[src/rtl/reg_bank_pkg.sv]
// Shared default sizes and handy typedefs for the register bank with lock scoreboard.
package reg_bank_pkg;

  localparam int REG_BANK_NUM_REGS = 16;
  localparam int REG_BANK_DATA_W   = 32;
  localparam int REG_BANK_NUM_RD   = 2;
  localparam int REG_BANK_ADDR_W   = $clog2(REG_BANK_NUM_REGS);

  typedef logic [REG_BANK_ADDR_W-1:0] reg_addr_t;
  typedef logic [REG_BANK_DATA_W-1:0] reg_data_t;

endpackage

[src/rtl/reg_bank_rd_port.sv]
// One read port: grant against the scoreboard, write-to-read bypass and the
// registered rd_valid/rd_data result.
module reg_bank_rd_port #(
  parameter int ADDR_W = 4,
  parameter int DATA_W = 32
) (
  input  logic              clk,
  input  logic              rst_n,
  input  logic              rd_req,
  input  logic [ADDR_W-1:0] rd_addr,
  input  logic              wr_en,
  input  logic [ADDR_W-1:0] wr_addr,
  input  logic [DATA_W-1:0] wr_data,
  input  logic [DATA_W-1:0] reg_data,
  input  logic              reg_locked,
  output logic              rd_gnt,
  output logic              rd_valid,
  output logic [DATA_W-1:0] rd_data
);

  logic bypass;
  logic accept;

  // wr_en arrives already qualified, so bypass never forwards a write the bank ignores
  assign bypass = wr_en && (wr_addr == rd_addr);
  assign rd_gnt = !reg_locked || bypass;
  assign accept = rd_req && rd_gnt;

  always_ff @(posedge clk or negedge rst_n) begin
    if (!rst_n) begin
      rd_valid <= 1'b0;
      rd_data  <= '0;
    end else begin
      rd_valid <= accept;
      if (accept) begin
        rd_data <= bypass ? wr_data : reg_data;
      end
    end
  end

endmodule

[src/rtl/reg_bank_scb.sv]
// Register bank with NUM_RD registered read ports, write bypass and a lock scoreboard.
// Define REG_BANK_R0_ZERO_EN to hard-wire register 0 to zero (never written, never locked).
module reg_bank_scb
  import reg_bank_pkg::*;
#(
  parameter int NUM_REGS = REG_BANK_NUM_REGS,
  parameter int DATA_W   = REG_BANK_DATA_W,
  parameter int NUM_RD   = REG_BANK_NUM_RD,
  localparam int ADDR_W  = $clog2(NUM_REGS)
) (
  input  logic                     clk,
  input  logic                     rst_n,
  input  logic                     wr_en,
  input  logic [ADDR_W-1:0]        wr_addr,
  input  logic [DATA_W-1:0]        wr_data,
  input  logic                     lock_en,
  input  logic [ADDR_W-1:0]        lock_addr,
  input  logic [NUM_RD-1:0]        rd_req,
  input  logic [NUM_RD*ADDR_W-1:0] rd_addr,
  output logic [NUM_RD-1:0]        rd_gnt,
  output logic [NUM_RD-1:0]        rd_valid,
  output logic [NUM_RD*DATA_W-1:0] rd_data,
  output logic [NUM_REGS-1:0]      locked
);

  logic [DATA_W-1:0] regs [NUM_REGS];
  logic              wr_ok;
  logic              lock_ok;

`ifdef REG_BANK_R0_ZERO_EN
  assign wr_ok   = wr_en && (int'(wr_addr) < NUM_REGS) && (wr_addr != '0);
  assign lock_ok = lock_en && (int'(lock_addr) < NUM_REGS) && (lock_addr != '0);
`else
  assign wr_ok   = wr_en && (int'(wr_addr) < NUM_REGS);
  assign lock_ok = lock_en && (int'(lock_addr) < NUM_REGS);
`endif

  always_ff @(posedge clk or negedge rst_n) begin
    if (!rst_n) begin
      for (int i = 0; i < NUM_REGS; i++) begin
        regs[i] <= '0;
      end
    end else if (wr_ok) begin
      regs[wr_addr] <= wr_data;
    end
  end

  // Lock is applied after the write clear so a new writer's lock survives a same-cycle write
  always_ff @(posedge clk or negedge rst_n) begin
    if (!rst_n) begin
      locked <= '0;
    end else begin
      if (wr_ok) begin
        locked[wr_addr] <= 1'b0;
      end
      if (lock_ok) begin
        locked[lock_addr] <= 1'b1;
      end
    end
  end

  for (genvar p = 0; p < NUM_RD; p++) begin : g_port
    logic [ADDR_W-1:0] addr;
    logic [DATA_W-1:0] val;
    logic              lk;

    assign addr = rd_addr[p*ADDR_W +: ADDR_W];

    // Out-of-range indices look like an unlocked register holding zero
    always_comb begin
      val = '0;
      lk  = 1'b0;
      if (int'(addr) < NUM_REGS) begin
        val = regs[addr];
        lk  = locked[addr];
      end
    end

    reg_bank_rd_port #(
      .ADDR_W (ADDR_W),
      .DATA_W (DATA_W)
    ) u_rd_port (
      .clk        (clk),
      .rst_n      (rst_n),
      .rd_req     (rd_req[p]),
      .rd_addr    (addr),
      .wr_en      (wr_ok),
      .wr_addr    (wr_addr),
      .wr_data    (wr_data),
      .reg_data   (val),
      .reg_locked (lk),
      .rd_gnt     (rd_gnt[p]),
      .rd_valid   (rd_valid[p]),
      .rd_data    (rd_data[p*DATA_W +: DATA_W])
    );
  end

endmodule

[config.mk]
export PLATFORM = sky130hd
export DESIGN_NAME = reg_bank_scb
export DESIGN_NICKNAME = d
export VERILOG_FILES = /design/src/rtl/reg_bank_pkg.sv /design/src/rtl/reg_bank_rd_port.sv /design/src/rtl/reg_bank_scb.sv
export SDC_FILE = /design/constraint.sdc
export NUM_CORES = 1
export LEC_CHECK = 0
export BUFFER_PORTS_ARGS = -buffer_cell sky130_fd_sc_hd__buf_2
export CAP_MARGIN = 20
export CORE_UTILIZATION = 40
export DETAILED_ROUTE_END_ITERATION = 12
export PLACE_DENSITY = 0.59
export SLEW_MARGIN = 20
export SYNTH_ARGS = -nofsm -noshare
export SYNTH_HDL_FRONTEND = slang
export SYNTH_SLANG_ARGS = --single-unit
[constraint.sdc]
create_clock -name clk -period 6.4 [get_ports clk]
set_clock_uncertainty 0.15 [all_clocks]
set_input_delay 0.64 -clock clk [delete_from_list [all_inputs] [get_ports clk]]
set_output_delay 0.64 -clock clk [all_outputs]
set_load 0.05 [all_outputs]
==> summary.md <==
| Metric | Value |
|---|---|
| Largest net degree at the start of global routing | `176` |
| CP arrival | `3.35 ns` |
| Cell Area, Synth | `31700 µm²` |
| FMAX | `0.242 GHz` |
| Outcome | `complete, no violations` |
| TritonCTS clock tree | `yes` |
| Ys Warns | `0` |
| Total global-route track usage | `0.256` |
| Period utilization | `0.646` |
| Wire length on met2 | `50100 µm` |
| Post-layout nets | `2429` |
| Hold Buf Count CTS | `1` |
| Placed wire-length estimate | `58400 µm` |
| Rows | `102` |
| Avg Inst Size Synth | `13.5 µm²` |
| Global-route wire length before repair | `155000 µm` |
| Critical-path cell list | `buf_2, nor2b_4, buf_4, a22oi_2, nand3_2, buf_4, nand2_1, buf_2` |
| Worst Setup Path Type | `input port to output port` |
| Root cell of the clock tree | `clkbuf_16` |
| Critical Path Start Type | `input port` |
| Finished Cell Area | `35700 µm²` |
| Synth Instances | `2355` |
| NetSw | `4.55 mW` |
| Routed via count | `22400` |
| Total CTS buffers | `70` |
| Core ar. | `78000 µm²` |
| Sink Count | `594` |
| Antenna violations before repair | `2` |
| M1 WL | `43700 µm` |
| Met3 Wirelength | `5610 µm` |
| Crit path buffers/inverters | `4` |
| Element type at the critical path end | `output port` |
| Top sig layer | `met4` |
| Crit-path max FO | `30` |
| Cell Area, Placed | `33300 µm²` |
| Max transition margin | `0.241` |
| Family with the most delay on the worst path | `buffers and inverters` |
| Pre-antenna DRT Iters | `5` |
| VDD IR max | `195 µV` |
| Number of distinct library cells after synthesis | `34` |
| Hold Vio Cnt, Final | `0` |
| Final setup violation count | `0` |
| Share of cells above drive strength 1 | `0.413` |
| H-tree level count | `3` |
| Hold Path Class | `input port to flip-flop` |
| Clk Latency, worst-skew pair | `0.62 ns` |
| Final Wtd Congestion | `0.805` |
| Max_cap viols | `0` |
| Pwr Density | `376 nW/µm²` |
| Die boundary height | `284 µm` |
| Number of global-route vias before repair | `23200` |
| Period minus WS final | `4.14 ns` |
| Postcts setup bufs | `0` |
| Layout area overhead | `12.5%` |
| Unrepaired setup endpoints after global routing | `no` |
| Die Span X | `284 µm` |
| Filler cell count | `6881` |
| Leakage power | `15.0 nW` |
| Post-DR vias/cell | `6.44` |
| Sw frac | `0.339` |
| Comb power frac | `0.274` |
| CTS Buffer Depth | `3` |
| Die Footprint | `80500 µm²` |
| Worst EP required | `5.61 ns` |
| Sequential fraction of the synthesis area | `0.468` |
| Slowest cell on crit path | `buf_2` |
| Int Power | `8.87 mW` |
| Seq pwr share | `0.415` |
| Clock Power Share | `0.310` |
| Initial core utilization | `0.407` |
| Number of remaining DRC errors | `0` |
| Final Max Slew Viols | `0` |
| WL final | `103000 µm` |
| Clock transition at path regs | `0.06 ns` |
| Crit path largest cell delay | `0.55 ns` |
| DR WL/cell | `29.8 µm` |
| DR iter-0 viols | `1800` |
| Setup TNS | `0 ns` |
| Post-synth net total | `2409` |
| Post-DRT Antenna Nets | `0` |
| I/O Pins | `138` |
| Worst slew pin tran | `1.14 ns` |
| #FFs+latches synth | `594` |
| Overflow after GRT | `0` |
| # port buffers | `137` |
| Post_cts resized | `0` |
## power by group through the flow
stage | Sequential [mW] | Combinational, mW | Clock, mW
final | 5.58 | 3.68 | 4.17
after floorplan | 6.00 | 2.12 | 0
after CTS | 5.55 | 3.70 | 4.24
after detailed placement | 5.61 | 3.69 | 0
after global routing | 5.69 | 3.92 | 4.39
after global placement | 5.54 | 3.61 | 0
## cell usage after synthesis, drive strengths merged
cell type	count	area [µm²]
mux2i	256	2560
clkbuf	175	657
xor2	6	52.6
and3	2	12.5
a31oi	64	400
a22oi	2	25.0
or3b	2	17.5
or3	2	12.5
o21ai	20	100
nor2b	67	419
nand3	71	365
o21a	64	480
nor3	2	10.0
nand2	14	52.6
o31ai	4	30.0
and2	4	25.0
buf	67	368
dfrtp	594	14900
mux2	512	5770
mux4	136	3060
inv	3	11.3
nor2	13	48.8
nor3b	1	7.51
xnor2	2	17.5
nand2b	9	56.3
nand3b	6	45.0
o32ai	1	8.76
o211ai	64	581
a221oi	192	1680
## flip-flops by register name (all words and copies together), names as in the netlist
name,cells
regs,512
locked,16
g_port.u_rd_port.rd_valid,2
g_port.u_rd_port.rd_data,64
## routing by layer
| metal | vias up | GRT usage |
|---|---|---|
| met1 | 12000 | 0.336 |
| li1 | 9271 | - |
| met3 | 236 | 0.0408 |
| met5 | - | 0 |
| met4 | 0 | 0.103 |
| met2 | 838 | 0.422 |
## cells in the final DEF, fill, tap and decap left out, types with 20 or more instances in the layout
cell / instances
nor2b_1: 64
o21ai_0: 20
o21a_1: 64
buf_4: 50
dfrtp_1: 594
o211ai_2: 20
clkbuf_16: 73
a221oi_1: 192
buf_2: 132
a31oi_1: 64
o211ai_1: 44
mux2_2: 512
clkinv_2: 20
nand3_1: 67
mux2i_1: 256
mux4_2: 136
## final timing paths
path / start / endpoint / slack, ns / cells past startpoint
worst min register to register: regs[406] / regs[406] / 0.37 / 1
worst max register to register: locked[13] / g_port[1].u_rd_port.rd_data[30] / 3.06 / 6
max in group asynchronous: rst_n / regs[14] / 4.03 / 3
worst max-delay path: rd_addr[7] / rd_gnt[1] / 2.26 / 8
worst min-delay path: lock_addr[2] / locked[0] / 0.16 / 2
min in group asynchronous: rst_n / locked[9] / 0.48 / 2
## kinds of logic after synthesis
group,count (synthesis),synth area share
muxes,904,0.359
DFF,594,0.468
and+or+nand+nor,193,0.0338
AOI/OAI and AO/OA,411,0.104
buffers and inverters,245,0.0326
xor gates and xnor gates,8,0.00221
## per-stage QoR
stage / setup slack [ns] / cells / utilization / power [mW] / hold WS, ns
floorplan: 3.64 / 2355 / - / 8.12 / 0.194
global placement: 2.12 / 3342 / 0.427 / 9.15 / 0.349
detailed placement: 2.11 / 3342 / 0.427 / 9.30 / 0.359
CTS: 2.29 / 3469 / 0.458 / 13.5 / 0.124
global route: 2.21 / 3470 / 0.458 / 14.0 / 0.145
finish: 2.26 / 3471 / 0.458 / 13.4 / 0.155
## cell type report
class	count	area [µm²]	area share
Timing Repair Buffer	190	1170	0.0328
Multi-Input combinational cell	1516	16000	0.447
Inverter	3	11.3	0.000315
Clock inverter	35	412	0.0115
Sequential cell	594	14900	0.416
Clock buffer	91	1980	0.0556
Tap cell	1040	1300	0.0364
Antenna cell	2	5.00	0.000140
## worst reg2reg max path, cell delays in order (launching register included)
cell and delay, ns:
dfrtp_1 0.43, mux4_2 0.49, a22oi_2 0.19, nand3_2 0.52
or3b_2 0.83, buf_4 0.37, o211ai_1 0.27
Note: power is estimated with default switching activity, not from simulation.
